<file path="config.mk">
export PLATFORM = sky130hd
export DESIGN_NAME = audio_avg_filter_flat
export DESIGN_NICKNAME = d
export VERILOG_FILES = /design/src/rtl/audio_avg_filter_if.sv /design/src/rtl/audio_avg_filter.sv /design/src/flat_wrapper.sv
export SDC_FILE = /design/constraint.sdc
export NUM_CORES = 1
export LEC_CHECK = 0
export CAP_MARGIN = 20
export CORE_UTILIZATION = 45
export DETAILED_ROUTE_END_ITERATION = 7
export GPL_TIMING_DRIVEN = 1
export PLACE_DENSITY = 0.66
export SLEW_MARGIN = 0
export SYNTH_ARGS = -nofsm -noshare
export SYNTH_HDL_FRONTEND = slang
export SYNTH_SLANG_ARGS = --single-unit
</file>
<file path="constraint.sdc">
create_clock -name clk -period 12.4 [get_ports clk]
set_clock_uncertainty 0.2 [all_clocks]
set_input_delay 1.24 -clock clk [delete_from_list [all_inputs] [get_ports clk]]
set_output_delay 1.24 -clock clk [all_outputs]
set_load 0.05 [all_outputs]
</file>
<file path="src/rtl/audio_avg_filter_if.sv">
// Sample bus between the microphone capture side and the moving-average filter.
// AUDIO_AVG_PEAK_EN adds the peak_clr / peak pair to the bus.
interface audio_avg_filter_if;
  logic [11:0] audio_in;
  logic        new_data;
  logic        bypass;
  logic [11:0] audio_out;
  logic        out_valid;
  logic        filled;
`ifdef AUDIO_AVG_PEAK_EN
  logic        peak_clr;
  logic [11:0] peak;

  modport master (
    output audio_in, new_data, bypass, peak_clr,
    input  audio_out, out_valid, filled, peak
  );
  modport slave (
    input  audio_in, new_data, bypass, peak_clr,
    output audio_out, out_valid, filled, peak
  );
`else
  modport master (
    output audio_in, new_data, bypass,
    input  audio_out, out_valid, filled
  );
  modport slave (
    input  audio_in, new_data, bypass,
    output audio_out, out_valid, filled
  );
`endif
endinterface

</file>
<file path="src/rtl/audio_avg_filter.sv">
// Moving-average low-pass over the last 2^DEPTH_LOG2 microphone samples, two-stage pipeline.
// Optional peak tracker enabled by defining AUDIO_AVG_PEAK_EN.
module audio_avg_filter #(
  parameter int DEPTH_LOG2 = 3
) (
  input  logic               clk,
  input  logic               rst,
  audio_avg_filter_if.slave  bus
);

  localparam int DEPTH = 1 << DEPTH_LOG2;
  localparam int SUM_W = 12 + DEPTH_LOG2;

  logic                  s1_v_q, s1_v_d;
  logic [11:0]           s1_sample_q, s1_sample_d;
  logic                  s1_byp_q, s1_byp_d;
  logic [11:0]           sample_buf_q [DEPTH];
  logic [11:0]           sample_buf_d [DEPTH];
  logic [DEPTH_LOG2-1:0] wptr_q, wptr_d;
  logic [SUM_W-1:0]      sum_q, sum_d;
  logic [DEPTH_LOG2:0]   fill_cnt_q, fill_cnt_d;
  logic [11:0]           audio_out_q, audio_out_d;
  logic                  out_valid_q, out_valid_d;
  logic [11:0]           old_sample;
  logic [SUM_W-1:0]      sum_next;

  always_comb begin
    s1_v_d      = bus.new_data;
    s1_sample_d = s1_sample_q;
    s1_byp_d    = s1_byp_q;
    if (bus.new_data) begin
      s1_sample_d = bus.audio_in;
      s1_byp_d    = bus.bypass;
    end

    // Window sum drops the oldest sample as the newest one overwrites its slot.
    old_sample   = sample_buf_q[wptr_q];
    sum_next     = sum_q + SUM_W'(s1_sample_q) - SUM_W'(old_sample);

    sample_buf_d = sample_buf_q;
    wptr_d       = wptr_q;
    sum_d        = sum_q;
    fill_cnt_d   = fill_cnt_q;
    audio_out_d  = audio_out_q;
    out_valid_d  = 1'b0;

    if (s1_v_q) begin
      sample_buf_d[wptr_q] = s1_sample_q;
      wptr_d               = wptr_q + 1'b1;
      sum_d                = sum_next;
      out_valid_d          = 1'b1;
      audio_out_d          = s1_byp_q ? s1_sample_q : sum_next[SUM_W-1:DEPTH_LOG2];
      if (!fill_cnt_q[DEPTH_LOG2]) begin
        fill_cnt_d = fill_cnt_q + 1'b1;
      end
    end
  end

  always_ff @(posedge clk or negedge rst) begin
    if (!rst) begin
      s1_v_q      <= 1'b0;
      s1_sample_q <= '0;
      s1_byp_q    <= 1'b0;
      for (int i = 0; i < DEPTH; i++) begin
        sample_buf_q[i] <= '0;
      end
      wptr_q      <= '0;
      sum_q       <= '0;
      fill_cnt_q  <= '0;
      audio_out_q <= '0;
      out_valid_q <= 1'b0;
    end else begin
      s1_v_q       <= s1_v_d;
      s1_sample_q  <= s1_sample_d;
      s1_byp_q     <= s1_byp_d;
      sample_buf_q <= sample_buf_d;
      wptr_q       <= wptr_d;
      sum_q        <= sum_d;
      fill_cnt_q   <= fill_cnt_d;
      audio_out_q  <= audio_out_d;
      out_valid_q  <= out_valid_d;
    end
  end

  // Fill counter saturates at DEPTH, whose only set bit is the MSB.
  assign bus.audio_out = audio_out_q;
  assign bus.out_valid = out_valid_q;
  assign bus.filled    = fill_cnt_q[DEPTH_LOG2];

`ifdef AUDIO_AVG_PEAK_EN
  logic [11:0] peak_q, peak_d;

  always_comb begin
    peak_d = peak_q;
    if (out_valid_d && bus.peak_clr) begin
      peak_d = audio_out_d;
    end else if (out_valid_d && (audio_out_d > peak_q)) begin
      peak_d = audio_out_d;
    end else if (bus.peak_clr) begin
      peak_d = '0;
    end
  end

  always_ff @(posedge clk or negedge rst) begin
    if (!rst) begin
      peak_q <= '0;
    end else begin
      peak_q <= peak_d;
    end
  end

  assign bus.peak = peak_q;
`endif

endmodule

</file>
<file path="src/flat_wrapper.sv">
// flat-port wrapper written by rule: the top's interface ports become plain ports
module audio_avg_filter_flat 
#(
  parameter int DEPTH_LOG2 = 3
)
  (clk, rst, bus_audio_in, bus_new_data, bus_bypass, bus_audio_out, bus_out_valid, bus_filled);
  audio_avg_filter_if bus_i ();
  input  logic clk;
  input  logic rst;
  input wire logic [$bits(bus_i.audio_in)-1:0] bus_audio_in;
  input wire logic [$bits(bus_i.new_data)-1:0] bus_new_data;
  input wire logic [$bits(bus_i.bypass)-1:0] bus_bypass;
  output wire logic [$bits(bus_i.audio_out)-1:0] bus_audio_out;
  output wire logic [$bits(bus_i.out_valid)-1:0] bus_out_valid;
  output wire logic [$bits(bus_i.filled)-1:0] bus_filled;
  assign bus_i.audio_in = bus_audio_in;
  assign bus_i.new_data = bus_new_data;
  assign bus_i.bypass = bus_bypass;
  assign bus_audio_out = bus_i.audio_out;
  assign bus_out_valid = bus_i.out_valid;
  assign bus_filled = bus_i.filled;
  audio_avg_filter #(.DEPTH_LOG2(DEPTH_LOG2)) u_core (.clk(clk), .rst(rst), .bus(bus_i));
endmodule
</file>
# --- After elaboration in Yosys (flattened, before gate mapping) ---
# Cells that the tools add are included.
op_classes:
  n_reduce_logical: 2
  n_lt_le_gt_ge: 2
  n_mux: 9
  add_sub_neg: 4
  n_bitwise: 2
ops:
  columns: ["operator", "n"]
  rows:
  - ["bitwise mux 96 bit", 1]
  - ["2-to-1 mux 12 bit", 4]
  - ["binary-select mux 12 bit (select 3 bit)", 1]
  - ["demux 12 bit (select 3 bit)", 1]
  - ["adder 15 x 12 -> 15 bit", 1]
  - ["subtractor 15 x 12 -> 15 bit", 1]
  - ["adder 4 x 1 -> 4 bit (second input constant)", 1]
  - ["greater-or-equal comparator 4 bit (second input constant)", 1]
  - ["< comparator 4 x 1 -> 1 bit (second input constant)", 1]
  - ["2-to-1 mux 4 bit", 1]
  - ["inverter 3 -> 4 bit", 1]
  - ["adder 3 x 1 -> 3 bit (second input constant)", 1]
  - ["AND reduction 2 bit", 1]
  - ["logical AND 1 bit", 1]
  - ["2-to-1 mux 1 bit", 1]
  - ["inverter 1 bit", 1]
totals:
  inputBits: 16
  out_inout_bits: 14
  regBits: 145
  wordCells: 36

# --- Longest topological paths before layout ---
depth:
  word_depth: 6
  mapped_depth: 15
  ltp_nobuf: 13

# --- Worst setup path after synthesis ---
# OpenSTA, ideal clock, no wires.
synth_path:
  kind: "register to register"
  from: "register u_core.wptr_q[2]"
  to: "register u_core.audio_out_q[7], in the netlist u_core.bus.audio_out[7]"
  period_less_slack_ps: 4066
  stages_incl_launch_ff: 14
  arrival_time_ps: 3726
  setup_ps: 140
  slack_ps: 8334
  path_buffers: 2
  required_time_ps: 12060
  cell_sequence: "dfrtp_1 -> buf_1 -> buf_1 -> mux4_2 -> mux2_2 -> fa_1 -> inv_1 -> ha_1 -> nor2b_4 -> o211a_1 -> or4b_1 -> and3b_1 -> o21ai_0 -> a31oi_1"
synth_via:
  elab_chain_cells: 6
synth_lines:
  columns: ["item", "line_no", "rtl"]
  rows:
  - ["from (decl)", "audio_avg_filter.sv:19", "logic [DEPTH_LOG2-1:0] wptr_q, wptr_d;"]
  - ["from (signal assigned)", "audio_avg_filter.sv:77", "wptr_q <= wptr_d;"]
  - ["inverter 3 -> 4 bit (implied by the code)", "audio_avg_filter.sv:37", "old_sample = sample_buf_q[wptr_q];"]
  - ["binary-select mux 12 bit (select 3 bit)", "audio_avg_filter.sv:37", null]
  - ["2-to-1 mux 12 bit (implied by the code) (2 in a row)", "audio_avg_filter.sv:37", null]
  - ["subtractor 15 x 12 -> 15 bit", "audio_avg_filter.sv:38", "sum_next = sum_q + SUM_W'(s1_sample_q) - SUM_W'(old_sample);"]
  - ["2-to-1 mux 12 bit", "audio_avg_filter.sv:52", "audio_out_d = s1_byp_q ? s1_sample_q : sum_next[SUM_W-1:DEPTH_LOG2];"]
  - ["to (signal assigned)", "audio_avg_filter.sv:80", "audio_out_q <= audio_out_d;"]
  - ["to (decl)", "audio_avg_filter.sv:22", "logic [11:0] audio_out_q, audio_out_d;"]
# Every way passes these cells. The select of a mux whose other input is x is not followed.
# A chain may end at the register's enable or synchronous reset.

# --- Worst setup path in the final report ---
layout_path:
  from: "register u_core.wptr_q[0]"
  to: "register u_core.audio_out_q[8], in the netlist u_core.bus.audio_out[8]"
# The elaborated chain is that of the path after synthesis.

==> summary.txt <==
Startpoint Class -> flop
r2r startpoint -> u_core.wptr_q[0]
RSZ-0062 raised after global routing -> no
Main synth FF type -> dfrtp_1
area of the core -> 15800 sq um
ant diodes -> 0
cts repair resizes -> 0
initial antenna violation count -> 0
vias in the first global route -> 4999
Avg Inst Size Synth -> 11.6 sq um
Die ar. -> 16600 sq um
pin count of the biggest net entering global routing -> 78
RD Place Congestion -> 0.878
final setup vio count -> 0
critical path data required time -> 12.51 ns
reg2reg end -> u_core.bus.audio_out[8]
Remaining Overflow, GRT -> 0
Skew-Pair Late Insertion Delay -> 0.43 ns
TritonCTS clock tree -> yes
post-synthesis cell count -> 625
Total Wirelength -> 16.3 mm
clk sinks -> 145
ratio of cells with drive above 1 in the final layout -> 22.5%
die width -> 129 um
CTS Hold Bufs -> 0
Final Cycle Share -> 37.2%
Final Hold Viols -> 0
Rows -> 46
Final HPWL DP -> 10.9 mm
clk root buf -> clkbuf_16
hold-critical path depth -> 1
DR DRC count -> 0
router iterations before antenna repair -> 4
GRT Util Overall -> 21.5%
Max Clk Rate -> 217 MHz
Unique masters post-synth -> 53
post-CTS setup buffers -> 0
Post-synth EDFFs -> 0
relative slew slack -> 30.7%
Die H -> 129 um
Syn Nets -> 670
Hold Startpoint -> u_core.fill_cnt_q[2]
Ports -> 30
total CTS buffers -> 17
R2R Setup Slk -> 7.78 ns
Max Buffers Root-to-Sink -> 2
Post-Syn Area -> 7250 sq um
synth warn -> 0
Worst Max-Slew Pin Slew -> 1.04 ns
asr flop ratio synth -> 100%
clk slew on worst S/H paths -> 0.06 ns
Setup crit end kind -> flop
setup TNS -> 0 ns
largest fanout on the critical path -> 33
Hold Path Class -> flop to flop
Worst R2R Path Depth -> 11
antenna-violating nets left -> 0
Max H-tree Level -> 4
register bit total from synthesis -> 145
status -> complete, no violations
DR WL/cell -> 18.5 um
global-route wire length before repair -> 26.8 mm
Arrival @ worst endpoint -> 4.73 ns
PortBufs -> 29
CP Class -> flop to flop
Worst Hold Path EP -> u_core.fill_cnt_q[2]
via count -> 4860
Initial Util -> 45.8%
# nets final -> 698
Layout area overhead -> 15.2%
Seq/Total Area, Yosys -> 50.1%
Tmin final -> 4.62 ns
DR iter-0 viols -> 287
routed vias/inst -> 5.51
Max Slew Vio Count -> 0
number of max-cap violations -> 0
## synth_stat cells, types with 8 or more instances
cell type,instances,area [sq um]
nor2_1,17,63.8
buf_1,8,30.0
fa_1,12,240
mux4_2,24,541
a21oi_1,18,90.1
o21ai_0,67,335
nand2_1,77,289
mux2_2,72,811
clkbuf_1,18,67.6
inv_1,46,173
nor3_1,10,50.1
ha_1,17,213
dfrtp_1,145,3630
## logic make-up (layout without fill, tap and decap cells)
logic type      Yosys count  count (layout)  synth area share [%]
fa+ha+maj                29              29                  6.25
buf+inv                  80             121                  4.25
xor+xnor                 10              10                  1.21
compound gates          122             122                  9.91
simple gates            139             139                  9.12
mux                     100             100                  19.2
flops                   145             145                  50.1
## worst max-delay path by stage
stage	from	end
finish	u_core.wptr_q[0]	u_core.bus.audio_out[8]
global route	u_core.wptr_q[0]	u_core.bus.audio_out[10]
CTS	u_core.wptr_q[0]	u_core.bus.audio_out[10]
detailed placement	u_core.wptr_q[0]	u_core.bus.audio_out[10]
global placement	u_core.wptr_q[0]	u_core.bus.audio_out[10]
floorplan	u_core.wptr_q[2]	u_core.bus.audio_out[7]
## cells in the final DEF, fill, tap and decap left out, types with 4 or more instances in the layout
cell / Yosys / layout
xor2_1: 4 / 4
a31oi_1: 5 / 5
a21oi_1: 18 / 18
a21o_1: 6 / 6
o21a_1: 5 / 5
mux2_2: 72 / 72
mux2i_1: 4 / 4
nand2_1: 77 / 77
mux4_2: 24 / 24
clkbuf_16: 0 / 17
ha_1: 17 / 17
fa_1: 12 / 12
clkdlybuf4s50_1: 0 / 28
inv_6: 0 / 4
clkinv_2: 0 / 5
nand3_1: 7 / 7
dfrtp_1: 145 / 144
buf_4: 0 / 12
inv_1: 46 / 46
o21ai_0: 67 / 67
nor3_1: 10 / 8
nor2_1: 17 / 17
xnor2_1: 6 / 6
## state kept, by name, indices dropped and copies added (netlist names)
signal and flops:
u_core.s1_sample_q 12, u_core.s1_v_q 1, u_core.fill_cnt_q 4, u_core.bus.out_valid 1, u_core.sample_buf_q 96, u_core.s1_byp_q 1, u_core.bus.audio_out 12, u_core.sum_q 15
u_core.wptr_q 3
## layout make-up
| class | instances | area [sq um] |
|---|---|---|
| clock inverters | 15 | 131 |
| flip-flops and latches | 145 | 3630 |
| repair buffers | 41 | 382 |
| well taps | 216 | 270 |
| inverters | 48 | 180 |
| clock buffers | 17 | 425 |
| multi-input cells | 400 | 3330 |
| fillers | 1338 | 7480 |
## stage by stage
stage / util [%] / instance area [sq um] / cells / hold slack (ns) / setup slack [ns]
detailed placement: 49.2 / 7790 / 850 / 0.270 / 7.79
global placement: 49.2 / 7790 / 850 / 0.258 / 7.88
floorplan: - / 7250 / 625 / 0.245 / 8.33
global route: 52.8 / 8350 / 882 / 0.295 / 7.54
finish: 52.8 / 8350 / 882 / 0.272 / 7.78
CTS: 52.8 / 8350 / 882 / 0.282 / 7.75
## worst max-delay path, stage by stage, from the launching register on
cell       delay, ns
dfrtp_2         1.01
mux4_2          0.61
mux2_2          0.32
fa_1            0.49
inv_1           0.05
ha_1            0.35
a21o_1          0.20
a21oi_1         0.23
a21oi_1         0.13
o21ai_0         0.50
a2111oi_0       0.20
nand3b_1        0.19
## metal layers
metal	part of all wire (%)	wire length [um]	vias to the layer above	global-route usage [%]
met5	0	0	-	0
li1	-	-	2261	-
met1	45	7410	2485	28.4
met3	2.8	457	10	3.83
met4	1.0	167	0	7.68
met2	51	8270	104	35.8
Power is not shown: default switching activity piles up to over one toggle a cycle in this logic, so the estimate is an artifact.
